### src/rtl/gnn_node_sched.sv
// Shares one dnn_top core across the four nodes of a fixed-adjacency GNN graph.
// Optional feature: define GNN_SCHED_CLK_GATE_EN to gate the core clock outside ISSUE/WAIT.
module gnn_node_sched #(
    parameter int unsigned XW = 5,
    parameter int unsigned AW = 7,
    parameter int unsigned RW = 20,
    parameter int unsigned OW = 21
) (
    input  logic             clk,
    input  logic             rst_n,
    input  logic             in_valid,
    output logic             in_ready,
    input  logic [16*XW-1:0] x_flat,
    output logic [4*AW-1:0]  core_x,
    output logic             core_start,
    input  logic             core_done,
    input  logic [RW-1:0]    core_out0,
    input  logic [RW-1:0]    core_out1,
    output logic             out_valid,
    input  logic             out_ready,
    output logic [8*OW-1:0]  out_flat,
    output logic             busy,
    output logic             err,
    output logic             core_clk_en
);

    typedef enum logic [2:0] {
        StIdle,
        StIssue,
        StWait,
        StReduce,
        StHold
    } state_e;

    state_e           state;
    logic [1:0]       node_idx;
    logic [16*XW-1:0] x_lat;
    logic [RW-1:0]    raw [8];
    logic [4*AW-1:0]  agg_first;
    logic [4*AW-1:0]  agg_next;
    logic [8*OW-1:0]  red;

    function automatic logic [AW-1:0] sx_x(input logic [XW-1:0] v);
        return {{(AW - XW){v[XW-1]}}, v};
    endfunction

    function automatic logic [OW-1:0] sx_r(input logic [RW-1:0] v);
        return {{(OW - RW){v[RW-1]}}, v};
    endfunction

    // The neighbours of node n are exactly n^1 and n^2 for this adjacency.
    function automatic logic [4*AW-1:0] agg_node(input logic [16*XW-1:0] xs,
                                                 input logic [1:0]       n);
        logic [4*AW-1:0] r;
        logic [1:0]      nb1;
        logic [1:0]      nb2;
        nb1 = n ^ 2'd1;
        nb2 = n ^ 2'd2;
        r   = '0;
        for (int i = 0; i < 4; i++) begin
            r[i*AW +: AW] = sx_x(xs[(4*int'(n) + i)*XW +: XW])
                          + sx_x(xs[(4*int'(nb1) + i)*XW +: XW])
                          + sx_x(xs[(4*int'(nb2) + i)*XW +: XW]);
        end
        return r;
    endfunction

    always_comb begin
        agg_first = agg_node(x_flat, 2'd0);
        agg_next  = agg_node(x_lat, node_idx + 2'd1);
    end

    always_comb begin
        red = '0;
        for (int n = 0; n < 4; n++) begin
            for (int k = 0; k < 2; k++) begin
                red[(2*n + k)*OW +: OW] = sx_r(raw[3'(2*n + k)])
                                        + sx_r(raw[3'(2*(n ^ 1) + k)])
                                        + sx_r(raw[3'(2*(n ^ 2) + k)]);
            end
        end
    end

`ifdef GNN_SCHED_CLK_GATE_EN
    logic clk_en;
    assign core_clk_en = clk_en;
`else
    assign core_clk_en = 1'b1;
`endif

    always_ff @(posedge clk or negedge rst_n) begin
        if (!rst_n) begin
            state      <= StIdle;
            node_idx   <= 2'd0;
            x_lat      <= '0;
            in_ready   <= 1'b1;
            core_start <= 1'b0;
            core_x     <= '0;
            out_valid  <= 1'b0;
            out_flat   <= '0;
            busy       <= 1'b0;
            err        <= 1'b0;
            for (int i = 0; i < 8; i++) begin
                raw[i] <= '0;
            end
`ifdef GNN_SCHED_CLK_GATE_EN
            clk_en     <= 1'b0;
`endif
        end else begin
            // A done pulse can only be legitimate while a node is outstanding.
            if (core_done && (state != StWait)) begin
                err <= 1'b1;
            end
            core_start <= 1'b0;

            unique case (state)
                StIdle: begin
                    if (in_valid && in_ready) begin
                        x_lat      <= x_flat;
                        core_x     <= agg_first;
                        core_start <= 1'b1;
                        in_ready   <= 1'b0;
                        busy       <= 1'b1;
`ifdef GNN_SCHED_CLK_GATE_EN
                        clk_en     <= 1'b1;
`endif
                        state      <= StIssue;
                    end
                end
                StIssue: begin
                    state <= StWait;
                end
                StWait: begin
                    if (core_done) begin
                        raw[{node_idx, 1'b0}] <= core_out0;
                        raw[{node_idx, 1'b1}] <= core_out1;
                        if (node_idx != 2'd3) begin
                            node_idx   <= node_idx + 2'd1;
                            core_x     <= agg_next;
                            core_start <= 1'b1;
                            state      <= StIssue;
                        end else begin
`ifdef GNN_SCHED_CLK_GATE_EN
                            clk_en <= 1'b0;
`endif
                            state  <= StReduce;
                        end
                    end
                end
                StReduce: begin
                    out_flat  <= red;
                    out_valid <= 1'b1;
                    state     <= StHold;
                end
                StHold: begin
                    if (out_ready) begin
                        out_valid <= 1'b0;
                        node_idx  <= 2'd0;
                        in_ready  <= 1'b1;
                        busy      <= 1'b0;
                        state     <= StIdle;
                    end
                end
                default: begin
                    state <= StIdle;
                end
            endcase
        end
    end

endmodule

### config.mk
export PLATFORM = sky130hd
export DESIGN_NAME = gnn_node_sched
export DESIGN_NICKNAME = d
export VERILOG_FILES = /design/src/rtl/gnn_node_sched.sv
export SDC_FILE = /design/constraint.sdc
export NUM_CORES = 1
export LEC_CHECK = 0
export BUFFER_PORTS_ARGS = -buffer_cell sky130_fd_sc_hd__buf_2
export CAP_MARGIN = 10
export CORE_ASPECT_RATIO = 1.75
export CORE_MARGIN = 1.5
export CORE_UTILIZATION = 52
export DETAILED_ROUTE_END_ITERATION = 10
export GPL_ROUTABILITY_DRIVEN = 0
export PLACE_DENSITY = 0.82
export REMOVE_ABC_BUFFERS = 1
export SYNTH_ARGS = -nofsm -noshare
export SYNTH_HDL_FRONTEND = slang
export SYNTH_SLANG_ARGS = --single-unit
### constraint.sdc
create_clock -name clk -period 4.1 [get_ports clk]
set_clock_uncertainty 0.2 [all_clocks]
set_input_delay 0.82 -clock clk [delete_from_list [all_inputs] [get_ports clk]]
set_output_delay 0.82 -clock clk [all_outputs]
set_load 0.01 [all_outputs]
## Word level (Yosys, flattened, before mapping)

Index checks and enable logic that the tools add are counted.

| cells by class | value |
|---|---|
| multipliers | 12 |
| equal/unequal tests | 10 |
| add/subtract/negate cells | 26 |
| reductions and logical operators | 13 |
| bitwise logic cells | 2 |
| multiplexer cells | 24 |
| shift-type cells | 12 |

Operators by type and width:

| cell | count |
|---|---|
| $shiftx 80x9->5 | 9 |
| $shiftx 80x8->5 | 3 |
| $mux 28 | 3 |
| $mul 5x3->8 const B | 9 |
| $add 6x5->7 | 8 |
| $pmux 28 s2 | 1 |
| $add 5x5->6 | 8 |
| $add 4x2->5 const B | 6 |
| $add 4x1->5 const B | 3 |
| $mul 2x3->5 const B | 3 |
| $pmux 3 s5 | 1 |
| $ne 2x2->1 const B | 5 |
| $mux 3 | 3 |
| $mux 2 | 4 |
| $pmux 1 s2 | 4 |
| $reduce_and 4->1 | 2 |
| $reduce_bool 2->1 | 4 |
| $mux 1 | 7 |
| $eq 3x2->1 const B | 2 |
| $reduce_and 3->1 | 2 |
| $pmux 2 s2 | 1 |
| $reduce_and 2->1 | 2 |
| $eq 3x1->1 const B | 1 |
| $eq 3x3->1 const B | 1 |
| 5 further kinds | 7 |

| word-level totals | value |
|---|---|
| input bits | 125 |
| register bits after elaboration | 118 |

## Depth between registers and ports, before layout

| depth | value |
|---|---|
| depth after elaboration | 10 |
| mapped depth | 15 |
| depth with buffers taken out | 12 |

## Worst setup path after synthesis

No wires, ideal clock.

| timing path | value |
|---|---|
| path type | register to register |
| start point | reg node_idx[0] |
| end point | reg core_x[12] |
| setup time | 82 ps |
| setup slack | 419 ps |
| cell stages (with the launch flop) | 12 |
| period minus slack after synthesis | 3681 ps |
| path buffers | 2 |
| data arrival time | 3400 ps |
| cell sequence | dfrtp_1 ha_1 buf_2 buf_2 mux4_2 fa_1 ha_1 fa_1 nand3_1 a21boi_0 or3_1 a31oi_1 |

| between the ends | value |
|---|---|
| word-level cells in the longest chain between the ends | 10 |
| elaborated cells on any way between the ends | 20 |
| those cells by class | add/sub (6); mul (3); eq/ne (2); shift (3); mux (3); bitwise (2); reduce/logical (1) |

RTL lines:

| what | line | source |
|---|---|---|
| start: declaration | 36 | `logic [1:0] node_idx;` |
| start signal: assignment | 138 | `node_idx <= node_idx + 2'd1;` |
| $add 2x1->2 | 70 | `agg_next = agg_node(x_lat, node_idx + 2'd1);` |
| $not 1->1 (no line) | n/a |  |
| $add 4x1->5 | 62 | `+ sx_x(xs[(4*int'(nb1) + i)*XW +: XW])` |
| $mul 5x3->8 | 62 |  |
| $shiftx 80x9->5 | 62 |  |
| $add 5x5->6 | 62 |  |
| $add 6x5->7 | 63 | `+ sx_x(xs[(4*int'(nb2) + i)*XW +: XW]);` |
| $mux 28 | 137 | `if (node_idx != 2'd3) begin` |
| $mux 28 | 134 | `if (core_done) begin` |
| $pmux 28 s2 | 116 | `unique case (state)` |
| end signal: assignment | 120 | `core_x <= agg_first;` |
| end signal: assignment | 139 | `core_x <= agg_next;` |
| end: declaration | 14 | `output logic [4*AW-1:0] core_x,` |

Parallel ways exist; a longest one is shown, timed or not. The select of a mux whose other input is x is not followed.
A chain may end at the register's enable or synchronous reset.

## Final worst setup path

| timing path | value |
|---|---|
| start point | reg node_idx[0] |
| end point | reg core_x[19] |

| between the ends | value |
|---|---|
| word-level cells in the longest chain between the ends | 10 |
| elaborated cells on any way between the ends | 20 |
| those cells by class | add/sub (6); mul (3); eq/ne (2); shift (3); mux (3); bitwise (2); reduce/logical (1) |

RTL lines:

| what | line |
|---|---|
| $add 2x1->2 | 70 |
| $not 1->1 (no line) | n/a |
| $add 4x2->5 | 62 |
| $mul 5x3->8 | 62 |
| $shiftx 80x9->5 | 62 |
| $add 5x5->6 | 62 |
| $add 6x5->7 | 63 |
| $mux 28 | 137 |
| $mux 28 | 134 |
| $pmux 28 s2 | 116 |

Parallel ways exist; a longest one is shown, timed or not. The select of a mux whose other input is x is not followed.

==> metrics.cfg <==
[yosys]
ys_seq_elements = 118
ys_seq_area_frac = 0.300
yosysWarnings = 0
syn_inst = 861
yosysUniqueCellTypes = 43
avgSynthCellArea_um2 = 11.4
synth_area_um2 = 9840

[routing]
antenna_left = 0
drt_iter0_drc = 296
vias_per_cell = 5.41
drc = 0
num_vias = 6666
post_drt_wl_per_cell_um = 17.0
drtPass1Iterations = 5
wl_mm = 20.9

[global_route]
grt.total_usage = 0.219
grt_overflow = 0
antenna_found_initial = 8
grt_pass1_vias = 6492
grt_max_degree = 81
grt_pass1_wl_mm = 32.8

[cells_and_area]
nets = 1186
final_cells = 1232
finalInstanceArea_um2 = 10600
layout_commonest_cell = conb_1
drive_gt1_frac = 0.316
syn_to_final_growth_pct = 7.39
final_cell_mix = conb_1, dfrtp_1, buf_2, mux2_2, inv_1

[die]
start_util = 0.529
row_count = 66
core_area_um2 = 18600
die_y_um = 185
design.die.area_um2 = 19800
die_w_um = 107
io_pins = 327

[clock_network]
cts_tree = built
clock_sinks = 118
worst_skew_pair.late_latency_ns = 0.43
htreeDepth = 4
cts.path.max_buffers = 2
cts_setup_buffers = 0
cts_resized = 0
root_buffer = clkbuf_16
hold_buffers = 0
clk_pin_slew_ns = 0.05
cts_inserted_buffers = 17

[setup_path]
critical_path_required_ns = 4.25
crit_path_max_incr_delay_ns = 0.55
regToRegSetupSlack_ns = 0.20
worstSetupPathType = flip-flop to flip-flop
r2r_start = node_idx[0]$_DFFE_PN0P_
cp_max_fo = 25
worst-path-buf-inv = 1
cp_slowest_cell = ha_4
start_kind = flip-flop
cp_data_arrival_time_ns = 4.05
critPathCaptureType = flip-flop
timing.critical_path.mode_cell = fa_1
ff2ff_path_depth = 9
r2r_end = core_x[19]$_DFFE_PN0P_
crit_chain = ha_4 -> buf_4 -> mux4_2 -> fa_1 -> fa_1 -> nand3_1 -> a21boi_0 -> or3_1 -> a31oi_1
worst_path_dominant_cell_family = adder cells

[placed_design]
port_buffers = 117
place_inst = 1191
dpl.hpwl_mm = 15.6
post-place-ws_ns = 0.204
placed_cell_area_um2 = 9960

[power]
vdd_drop_max_uv = 274
p_per_area_nw_per_um2 = 296
leakagePower_nw = 5.40

[sta]
finalSetupViolations = 0
slew_headroom = 0.559
drv_slew = 0
worst_hold_slack_ns = 0.213
post-route-min-period_ns = 3.90
rsz0062_at_grt = false
fmax_mhz = 256
fin_ws_ns = 0.200
fin_tns_setup_ns = 0
hold_violations = 0
timing.final.crit_share = 0.951
worstMarginPinSlew_ns = 0.661

[min_path]
hold_path_class = input pin to async pin

[run]
drv_cap = 0

[run_status]
status = complete, no violations

through the flow:
stage | utilization | total power [mW]
finish | 0.569 | 3.13
global route | 0.568 | 3.26
CTS | 0.567 | 3.15
detailed placement | 0.536 | 1.67
global placement | 0.536 | 1.65
floorplan | - | 1.51
worst max path at each step:
stage,start,endpoint,slack (ns),depth (start not counted)
3_3_place_gp,node_idx[0]$_DFFE_PN0P_,core_x[19]$_DFFE_PN0P_,0.32,11
6_report,node_idx[0]$_DFFE_PN0P_,core_x[19]$_DFFE_PN0P_,0.20,9
3_5_place_dp,node_idx[0]$_DFFE_PN0P_,core_x[19]$_DFFE_PN0P_,0.20,11
5_1_grt,node_idx[0]$_DFFE_PN0P_,core_x[5]$_DFFE_PN0P_,0.002,11
4_1_cts,node_idx[0]$_DFFE_PN0P_,core_x[19]$_DFFE_PN0P_,0.18,9
2_1_floorplan,node_idx[0]$_DFFE_PN0P_,core_x[26]$_DFFE_PN0P_,-2.54,10
registers in the layout (all words and copies together) (netlist names):
register    cells
busy            1
core_start      1
core_x         28
err             1
in_ready        1
node_idx        2
out_valid       1
state           3
x_lat          80
area by class of cell:
type,instances,area (µm²)
fillers,1554,8020
multi-input cells,640,5750
flip-flops and latches,118,2960
repair buffers,130,711
clock buffers,23,478
well taps,238,298
inverters,65,245
clock inverters,9,100
diodes,9,22.5
cells in the mapped netlist, drive strengths merged:
master	instances	area [µm²]
a2111o	1	11.3
nand3	17	85.1
conb	2	7.51
a31oi	23	144
nand3b	5	37.5
o21ai	11	55.1
or3b	3	26.3
ha	41	513
nor3	1	5.00
mux4	60	1350
mux2	81	912
clkinv	1	5.00
and3b	6	52.6
clkbuf	2	7.51
nor2b	1	6.26
fa	48	961
a22o	1	8.76
dfstp	1	26.3
a211o	8	70.1
dfrtp	117	2930
inv	64	240
nand2	49	184
or2	8	50.1
or3	9	61.3
a21boi	6	45.0
xor2	4	35.0
a2bb2oi	1	15.0
a21oi	25	125
a21o	5	37.5
nor3b	1	18.8
o211ai	4	30.0
buf	203	1520
mux2i	1	10.0
o31ai	6	45.0
nor2	38	159
xnor2	3	26.3
nand2b	4	25.0
kinds of logic (layout without fill, tap and decap cells):
group,after synthesis,after routing,synth area share
buf+inv,270,227,0.180
fa+ha+maj,89,89,0.150
simple gates,142,142,0.0722
mux,142,142,0.231
compound gates,91,91,0.0596
flops,118,118,0.300
other cells,2,178,0.000763
xor+xnor,7,7,0.00623
routing by layer:
metal,part of all wire,track usage,up-vias
li1,-,-,2900
met1,0.34,0.221,3334
met2,0.56,0.406,350
met3,0.060,0.0482,78
met4,0.044,0.131,4
met5,0.0014,0,-
power by group:
group	total, mW	internal, mW	switching, mW
clock network	1.48	0.935	0.541
logic	0.486	0.190	0.296
registers	1.17	1.17	0.000833
Power figures use the tool's default switching activity.
